<file path="src/rtl/queue_calc_unit_if.sv">
// Handshake bundle between the queue calculator and its host/queue.
// The slave modport is the calculator's view; master is the driver's view.
interface queue_calc_unit_if;
  logic        start;
  logic [1:0]  op_sel;
  logic [15:0] top_conc;
  logic [1:0]  queue_opcode;
  logic [15:0] result;
  logic        result_valid;
  logic        result_ready;
  logic        busy;

  modport slave (
    input  start, op_sel, top_conc, result_ready,
    output queue_opcode, result, result_valid, busy
  );

  modport master (
    output start, op_sel, top_conc, result_ready,
    input  queue_opcode, result, result_valid, busy
  );
endinterface

</file>
<file path="src/rtl/queue_calc_unit.sv">
// Pops a pair of operands from the queue head, computes add/sub/mul/max on them,
// and holds the result under a valid/ready handshake.
module queue_calc_unit #(
  parameter logic [1:0] QOP_NOP  = 2'b01,
  parameter logic [1:0] QOP_POP2 = 2'b11
) (
  input  logic               clk,
  input  logic               rst,
  queue_calc_unit_if.slave   bus
);

  typedef enum logic [2:0] {IDLE, CAPTURE, EXEC, POP, DONE} state_t;

  state_t      state_q, state_d;
  logic [1:0]  op_q, op_d;
  logic [7:0]  a_q, a_d;
  logic [7:0]  b_q, b_d;
  logic [2:0]  cnt_q, cnt_d;
  logic [15:0] acc_q, acc_d;
  logic [15:0] result_q, result_d;

  logic [8:0]  sum9;
  logic [8:0]  diff9;
  logic [15:0] partial;
  logic [15:0] mul_sum;

  assign sum9    = {1'b0, a_q} + {1'b0, b_q};
  assign diff9   = {1'b0, a_q} - {1'b0, b_q};
  // One multiplier bit per EXEC edge, LSB first; the multiplicand is shifted by the bit index.
  assign partial = b_q[cnt_q] ? ({8'h00, a_q} << cnt_q) : 16'h0000;
  assign mul_sum = acc_q + partial;

  always_comb begin
    state_d  = state_q;
    op_d     = op_q;
    a_d      = a_q;
    b_d      = b_q;
    cnt_d    = cnt_q;
    acc_d    = acc_q;
    result_d = result_q;
    case (state_q)
      IDLE: begin
        if (bus.start) begin
          op_d    = bus.op_sel;
          state_d = CAPTURE;
        end
      end
      CAPTURE: begin
        a_d     = bus.top_conc[15:8];
        b_d     = bus.top_conc[7:0];
        acc_d   = 16'h0000;
        cnt_d   = 3'd0;
        state_d = EXEC;
      end
      EXEC: begin
        case (op_q)
          2'b00: begin
            result_d = {7'b0, sum9};
            state_d  = POP;
          end
          2'b01: begin
            result_d = {{7{diff9[8]}}, diff9};
            state_d  = POP;
          end
          2'b10: begin
            acc_d = mul_sum;
            cnt_d = cnt_q + 3'd1;
            if (cnt_q == 3'd7) begin
              result_d = mul_sum;
              state_d  = POP;
            end
          end
          default: begin
            result_d = {8'h00, (a_q >= b_q) ? a_q : b_q};
            state_d  = POP;
          end
        endcase
      end
      POP: begin
        state_d = DONE;
      end
      DONE: begin
        if (bus.result_ready) begin
          state_d = IDLE;
        end
      end
      default: begin
        state_d = IDLE;
      end
    endcase
  end

  always_ff @(posedge clk) begin
    if (rst) begin
      state_q  <= IDLE;
      op_q     <= 2'b00;
      a_q      <= 8'h00;
      b_q      <= 8'h00;
      cnt_q    <= 3'd0;
      acc_q    <= 16'h0000;
      result_q <= 16'h0000;
    end else begin
      state_q  <= state_d;
      op_q     <= op_d;
      a_q      <= a_d;
      b_q      <= b_d;
      cnt_q    <= cnt_d;
      acc_q    <= acc_d;
      result_q <= result_d;
    end
  end

  assign bus.busy         = (state_q != IDLE);
  assign bus.result_valid = (state_q == DONE);
  assign bus.queue_opcode = (state_q == POP) ? QOP_POP2 : QOP_NOP;
  assign bus.result       = result_q;

endmodule
</file>
<file path="src/flat_wrapper.sv">
// flat-port wrapper written by rule: the top's interface ports become plain ports
module queue_calc_unit_flat 
#(
  parameter logic [1:0] QOP_NOP  = 2'b01,
  parameter logic [1:0] QOP_POP2 = 2'b11
)
  (clk, rst, bus_start, bus_op_sel, bus_top_conc, bus_result_ready, bus_queue_opcode, bus_result, bus_result_valid, bus_busy);
  queue_calc_unit_if bus_i ();
  input  logic clk;
  input  logic rst;
  input wire logic [$bits(bus_i.start)-1:0] bus_start;
  input wire logic [$bits(bus_i.op_sel)-1:0] bus_op_sel;
  input wire logic [$bits(bus_i.top_conc)-1:0] bus_top_conc;
  input wire logic [$bits(bus_i.result_ready)-1:0] bus_result_ready;
  output wire logic [$bits(bus_i.queue_opcode)-1:0] bus_queue_opcode;
  output wire logic [$bits(bus_i.result)-1:0] bus_result;
  output wire logic [$bits(bus_i.result_valid)-1:0] bus_result_valid;
  output wire logic [$bits(bus_i.busy)-1:0] bus_busy;
  assign bus_i.start = bus_start;
  assign bus_i.op_sel = bus_op_sel;
  assign bus_i.top_conc = bus_top_conc;
  assign bus_i.result_ready = bus_result_ready;
  assign bus_queue_opcode = bus_i.queue_opcode;
  assign bus_result = bus_i.result;
  assign bus_result_valid = bus_i.result_valid;
  assign bus_busy = bus_i.busy;
  queue_calc_unit #(.QOP_NOP(QOP_NOP), .QOP_POP2(QOP_POP2)) u_core (.clk(clk), .rst(rst), .bus(bus_i));
endmodule
</file>
<file path="config.mk">
export PLATFORM = sky130hd
export DESIGN_NAME = queue_calc_unit_flat
export DESIGN_NICKNAME = d
export VERILOG_FILES = /design/src/rtl/queue_calc_unit_if.sv /design/src/rtl/queue_calc_unit.sv /design/src/flat_wrapper.sv
export SDC_FILE = /design/constraint.sdc
export NUM_CORES = 1
export LEC_CHECK = 0
export CAP_MARGIN = 25
export CORE_UTILIZATION = 45
export CTS_BUF_LIST = sky130_fd_sc_hd__clkbuf_8
export CTS_CLUSTER_DIAMETER = 100
export DETAILED_ROUTE_END_ITERATION = 6
export PLACE_DENSITY = 0.65
export SLEW_MARGIN = 20
export SYNTH_ARGS = -nofsm -noshare
export SYNTH_HDL_FRONTEND = slang
export SYNTH_SLANG_ARGS = --single-unit
</file>
<file path="constraint.sdc">
create_clock -name clk -period 4.15 [get_ports clk]
set_clock_uncertainty 0.15 [all_clocks]
set_input_delay 0.415 -clock clk [delete_from_list [all_inputs] [get_ports clk]]
set_output_delay 0.415 -clock clk [all_outputs]
set_load 0.01 [all_outputs]
</file>
## After elaboration in Yosys (flattened, before gate mapping)

Index checks and enable logic that the tools add are counted.

- Word-level logic and storage cells: 50
- Bits of input ports: 22
- Output and inout port bits: 20
- Bits in registers: 56

- Add/sub/neg operators: 4
- Equal/unequal tests: 12
- Shift operators: 1
- Muxes and demuxes: 16
- Order comparisons: 2
- Reduce and logical (&&, ||, !) cells: 8

Operators with widths:

| kind | number |
|---|---|
| $mux 16 | 3 |
| $pmux 16 s3 | 1 |
| $pmux 16 s2 | 1 |
| $add 16x16->16 | 1 |
| $shl 8x3->16 | 1 |
| $mux 3 | 5 |
| $pmux 3 s5 | 1 |
| $add 8x8->9 | 1 |
| $sub 8x8->9 | 1 |
| $ge 8x8->1 | 1 |
| $mux 8 | 1 |
| $eq 3x2->1 const B | 2 |
| $eq 3x3->1 const B | 2 |
| $pmux 3 s2 | 1 |
| $reduce_and 2->1 | 3 |
| $lt 3x4->1 const B | 1 |
| $ne 2x1->1 const B | 2 |
| $ne 2x2->1 const B | 2 |
| $add 3x1->3 const B | 1 |
| $bmux 1 s3 | 1 |
| $eq 3x1->1 const B | 1 |
| $logic_not 3->1 | 1 |
| $ne 3x2->1 const B | 1 |
| $reduce_and 3->1 | 1 |
| 7 further kinds | 7 |

## Depth between registers and ports, before layout

- Depth after elaboration: 6
- Gate-level depth with buffers: 15
- Mapped depth without buffers: 13

## Worst setup path before layout

Ideal clock, no wire load.

- Path type: reg2reg
- Start point: reg u_core.cnt_q[0]
- End point: reg u_core.acc_q[13]
- Arrival time: 3.199 ns
- Setup slack: 0.738 ns
- Data required time: 3.938 ns
- Cell stages (with the launch flop): 14
- Cell sequence: dfxtp_1 buf_2 mux4_2 nand2_1 and2_1 clkbuf_1 a21oi_1 ha_1 a21oi_4 o21ai_0 o211ai_1 a31oi_1 or4b_1 nand3_1

- Cells in the longest elaborated chain, start to end: 6
- Elaborated cells on any way between the ends: 7
- Classes of those cells: add/sub: 1; shift: 1; mux: 5

Ends and longest elaborated chain:

| element | RTL line | text |
|---|---|---|
| start: declaration | queue_calc_unit.sv:18 | `logic [2:0] cnt_q, cnt_d;` |
| start signal: assignment | queue_calc_unit.sv:107 | `cnt_q <= cnt_d;` |
| $bmux 1 s3 | queue_calc_unit.sv:30 | `assign partial = b_q[cnt_q] ? ({8'h00, a_q} << cnt_q) : 16'h0000;` |
| $mux 1 (not written as such) | queue_calc_unit.sv:30 |  |
| $mux 16 * | queue_calc_unit.sv:30 |  |
| $add 16x16->16 * | queue_calc_unit.sv:31 | `assign mul_sum = acc_q + partial;` |
| $mux 16 * | queue_calc_unit.sv:56 | `case (op_q)` |
| $pmux 16 s2 * | queue_calc_unit.sv:41 | `case (state_q)` |
| end signal: assignment | queue_calc_unit.sv:100 | `acc_q <= 16'h0000;` |
| end signal: assignment | queue_calc_unit.sv:108 | `acc_q <= acc_d;` |
| end: declaration | queue_calc_unit.sv:19 | `logic [15:0] acc_q, acc_d;` |

Every way passes the cells marked *; elsewhere a longest branch is shown, timed or not. The select of a mux whose other input is x is not followed.
A chain may end at the register's enable or synchronous reset.

## Final worst setup path

- Start point: reg u_core.cnt_q[1]
- End point: reg u_core.acc_q[13]

The elaborated chain is that of the path after synthesis.

==> run metrics <==
number of synthesized flops with an enable pin=0; Ant. Diodes=0; most frequent cells in the layout=nand2_1 (76), a21oi_1 (68), dfxtp_1 (56); WL final=approximately 12000 um; XOR/XNOR Fraction of Synth Area=under 10%; CP cell instances=mux4_2, nand2_1, and2_1, a21oi_1, ha_1, a21oi_4, o21ai_0, o211ai_1, a31oi_1, or4b_1, nand3_1; router iterations before antenna repair=4; DR vias/cell=5.97; Worst setup EP type=flop; number of H-tree levels=2; crit path DAT=3.90 ns; Slew @ Worst Pin=between 0.9 and 1 ns; DR WL/cell=17.6 um; final setup margin=0.367 ns; setup TNS=0 ns; worst slack, placed=0.399 ns; post-synthesis compound-gate area fraction=roughly 26%; Final Wtd Congestion=roughly 0.92; CTS Buf Count=5; cells after synthesis=between 500 and 600; number of global-route vias before repair=~3800; die footprint=between 9000 and 10000 um^2; met2 usage=a little over two fifths; met3 usage=between 3 and 4%; CTS Buffer Depth=2; largest net degree at the start of global routing=47; CP peak stage delay=roughly 0.8 ns; Yosys top cell area share=between 20% and 30%; Highest Clock Rate=264 MHz; CTS tree=built; I/O Buffers=40; vias=4118; commonest non-fill, non-tap cell in the layout=nand2_1; post-cts sizing count=0; R2R cell count=11; syn avg cell area=about 7.7 um^2; simple-gate share of the synthesized area=between 20% and 30%; Core Area=between 9000 and 10000 um^2; synthesis-stage register bit count=56; largest area contributor in the netlist=dfxtp_1; Clock Sink Count=between 50 and 60; sequential share of the synthesized area=between 20% and 30%; Pins Over Slew Limit=0; Final nets=around 640; CP max-delay cell=dfxtp_1; multiplexer share of the synthesized area=6.20%; CTS Root Cell=clkbuf_8; grt met1 use=33.7%; crit start category=flop; GRT Util Overall=roughly 25%; Reg area=~1100 um^2; Row Count=35; final setup fails=0; post-synth cell types=between 60 and 70; FFs w/ async S/R, synth=0%; initial drt markers=around 230; Syn. warnings=0; Mapped Area=between 4000 and 5000 um^2; Starting Density=between 40% and 50%; Max Cap Viol=0; Multi-input gate area=just under 3000 um^2; layer with the highest usage=met2; peak supply drop=around 140 uV; WP data required=4.27 ns; Final Hold Fails=0; Area growth, synth to finish=13.1%; setup bufs post-CTS=0; Max-slew headroom=38.7%; status=finished, final reports clean; IO Pins=42; Layout fillers=a little over 900; Die X-Extent=roughly 99 um; CTS hold repair buffers=0; Lkg Pwr=1.85 nW; DIE HEIGHT=roughly 99 um; syn_nets=a little over 600; main combinational cell family by area after synthesis=compound AO/OA/AOI/OAI gates; Crit Path Category=flop to flop; post-route ant nets=0; Overflow after GRT=0; initial antenna violation count=0; DR DRC count=0; unrepaired setup endpoints after global routing=false; global-route wire length before repair=about 19000 um; Synth Area in Adders=approximately 11%; hold slack=approximately 0.33 ns; top cells by area, synth=dfxtp_1 (26%), ha_1 (9.7%), a21oi_1 (8.0%); final worst path period share=between 90% and 100%; DP Wirelength=between 9000 and 10000 um; Pwr Density=~260 nW/um^2; CTS clock-pin slew for the worst setup and hold paths=0.11 ns; Tightest Hold Check Type=flop to flop; Hold Crit Depth=2; crit path time final=~3.8 ns; ys flop type=dfxtp_1; Clock Latency Late Sink=approximately 0.32 ns; share of cells above drive strength 1=about 5.5%; maximum fanout along the worst path=18
==> sequential cells by signal (all words and copies together) (netlist names) <==
signal             flops
u_core.state_q         3
u_core.b_q             8
u_core.cnt_q           3
u_core.a_q             8
u_core.bus.result     16
u_core.op_q            2
u_core.acc_q          16
==> worst paths after layout <==
path	from	to	slack [ns]
hold reg to reg	u_core.acc_q[0]$_SDFFE_PP0P_	u_core.acc_q[0]$_SDFFE_PP0P_	0.33
setup / recovery	u_core.cnt_q[1]$_SDFFE_PP0P_	u_core.acc_q[13]$_SDFFE_PP0P_	0.37
setup reg to reg	u_core.cnt_q[1]$_SDFFE_PP0P_	u_core.acc_q[13]$_SDFFE_PP0P_	0.37
hold / removal	u_core.acc_q[0]$_SDFFE_PP0P_	u_core.acc_q[0]$_SDFFE_PP0P_	0.33
==> cell type report <==
| type | count | area share (%) |
|---|---|---|
| Clock buffer | 5 | 1.43 |
| Clock inverter | 3 | 0.467 |
| Inverter | 25 | 1.95 |
| Multi-Input combinational cell | 442 | 60.5 |
| Sequential cell | 56 | 23.3 |
| Tap cell | 111 | 2.88 |
| Timing Repair Buffer | 48 | 9.56 |
==> per-layer routing <==
layer  routed length (um)  up-vias  part of all wire [%]
met4                  197        0                   1.6
li1                     -     2037                     -
met3                  604       15                   5.0
met2                 5600      134                    46
met1                 5710     1932                    47
met5                    0        -                     0
==> through the flow <==
step	instance area, um^2	instances	util [%]	total power, mW
after floorplan	4260	554	-	0.813
after global placement	4730	682	51.4	0.906
after detailed placement	4730	682	51.4	0.911
after CTS	4820	690	52.4	1.24
after global routing	4820	690	52.4	1.29
final	4820	690	52.4	1.23
==> report_power, final <==
group	internal, mW	leakage, nW	switching (mW)
clock network	0.122	0.0485	0.206
logic	0.133	1.34	0.182
registers	0.558	0.454	0.0309
==> cell usage after synthesis, types with 5 or more instances <==
cell	instances
nor2_1	48
a31oi_1	6
nor3_1	10
a21o_1	9
nand3_1	20
ha_1	33
o21ai_0	24
a211oi_1	11
inv_1	25
nor2b_1	7
a21oi_1	68
nand2_1	76
dfxtp_1	56
mux2i_1	17
xnor2_1	12
o21bai_1	5
clkbuf_1	21
nand2b_1	7
o22ai_1	6
==> worst max-delay path: cells and delay by family, from the launching register on <==
| family | cells | cell delay, ns |
|---|---|---|
| AO/OA/AOI/OAI | 5 | 1.03 |
| AND/OR/NAND/NOR | 4 | 1.02 |
| flip-flops | 1 | 0.78 |
| multiplexers | 1 | 0.40 |
| adder cells (fa/ha/maj) | 1 | 0.35 |
==> cells by family (layout without fill, tap and decap cells) <==
logic type      Yosys count  in the layout
flops                    56             56
simple gates            199            199
buf+inv                  56             81
fa+ha+maj                36             36
mux                      23             23
other cells               1              1
xor+xnor                 16             16
compound gates          167            167
Note: power is estimated with default switching activity, not from simulation.
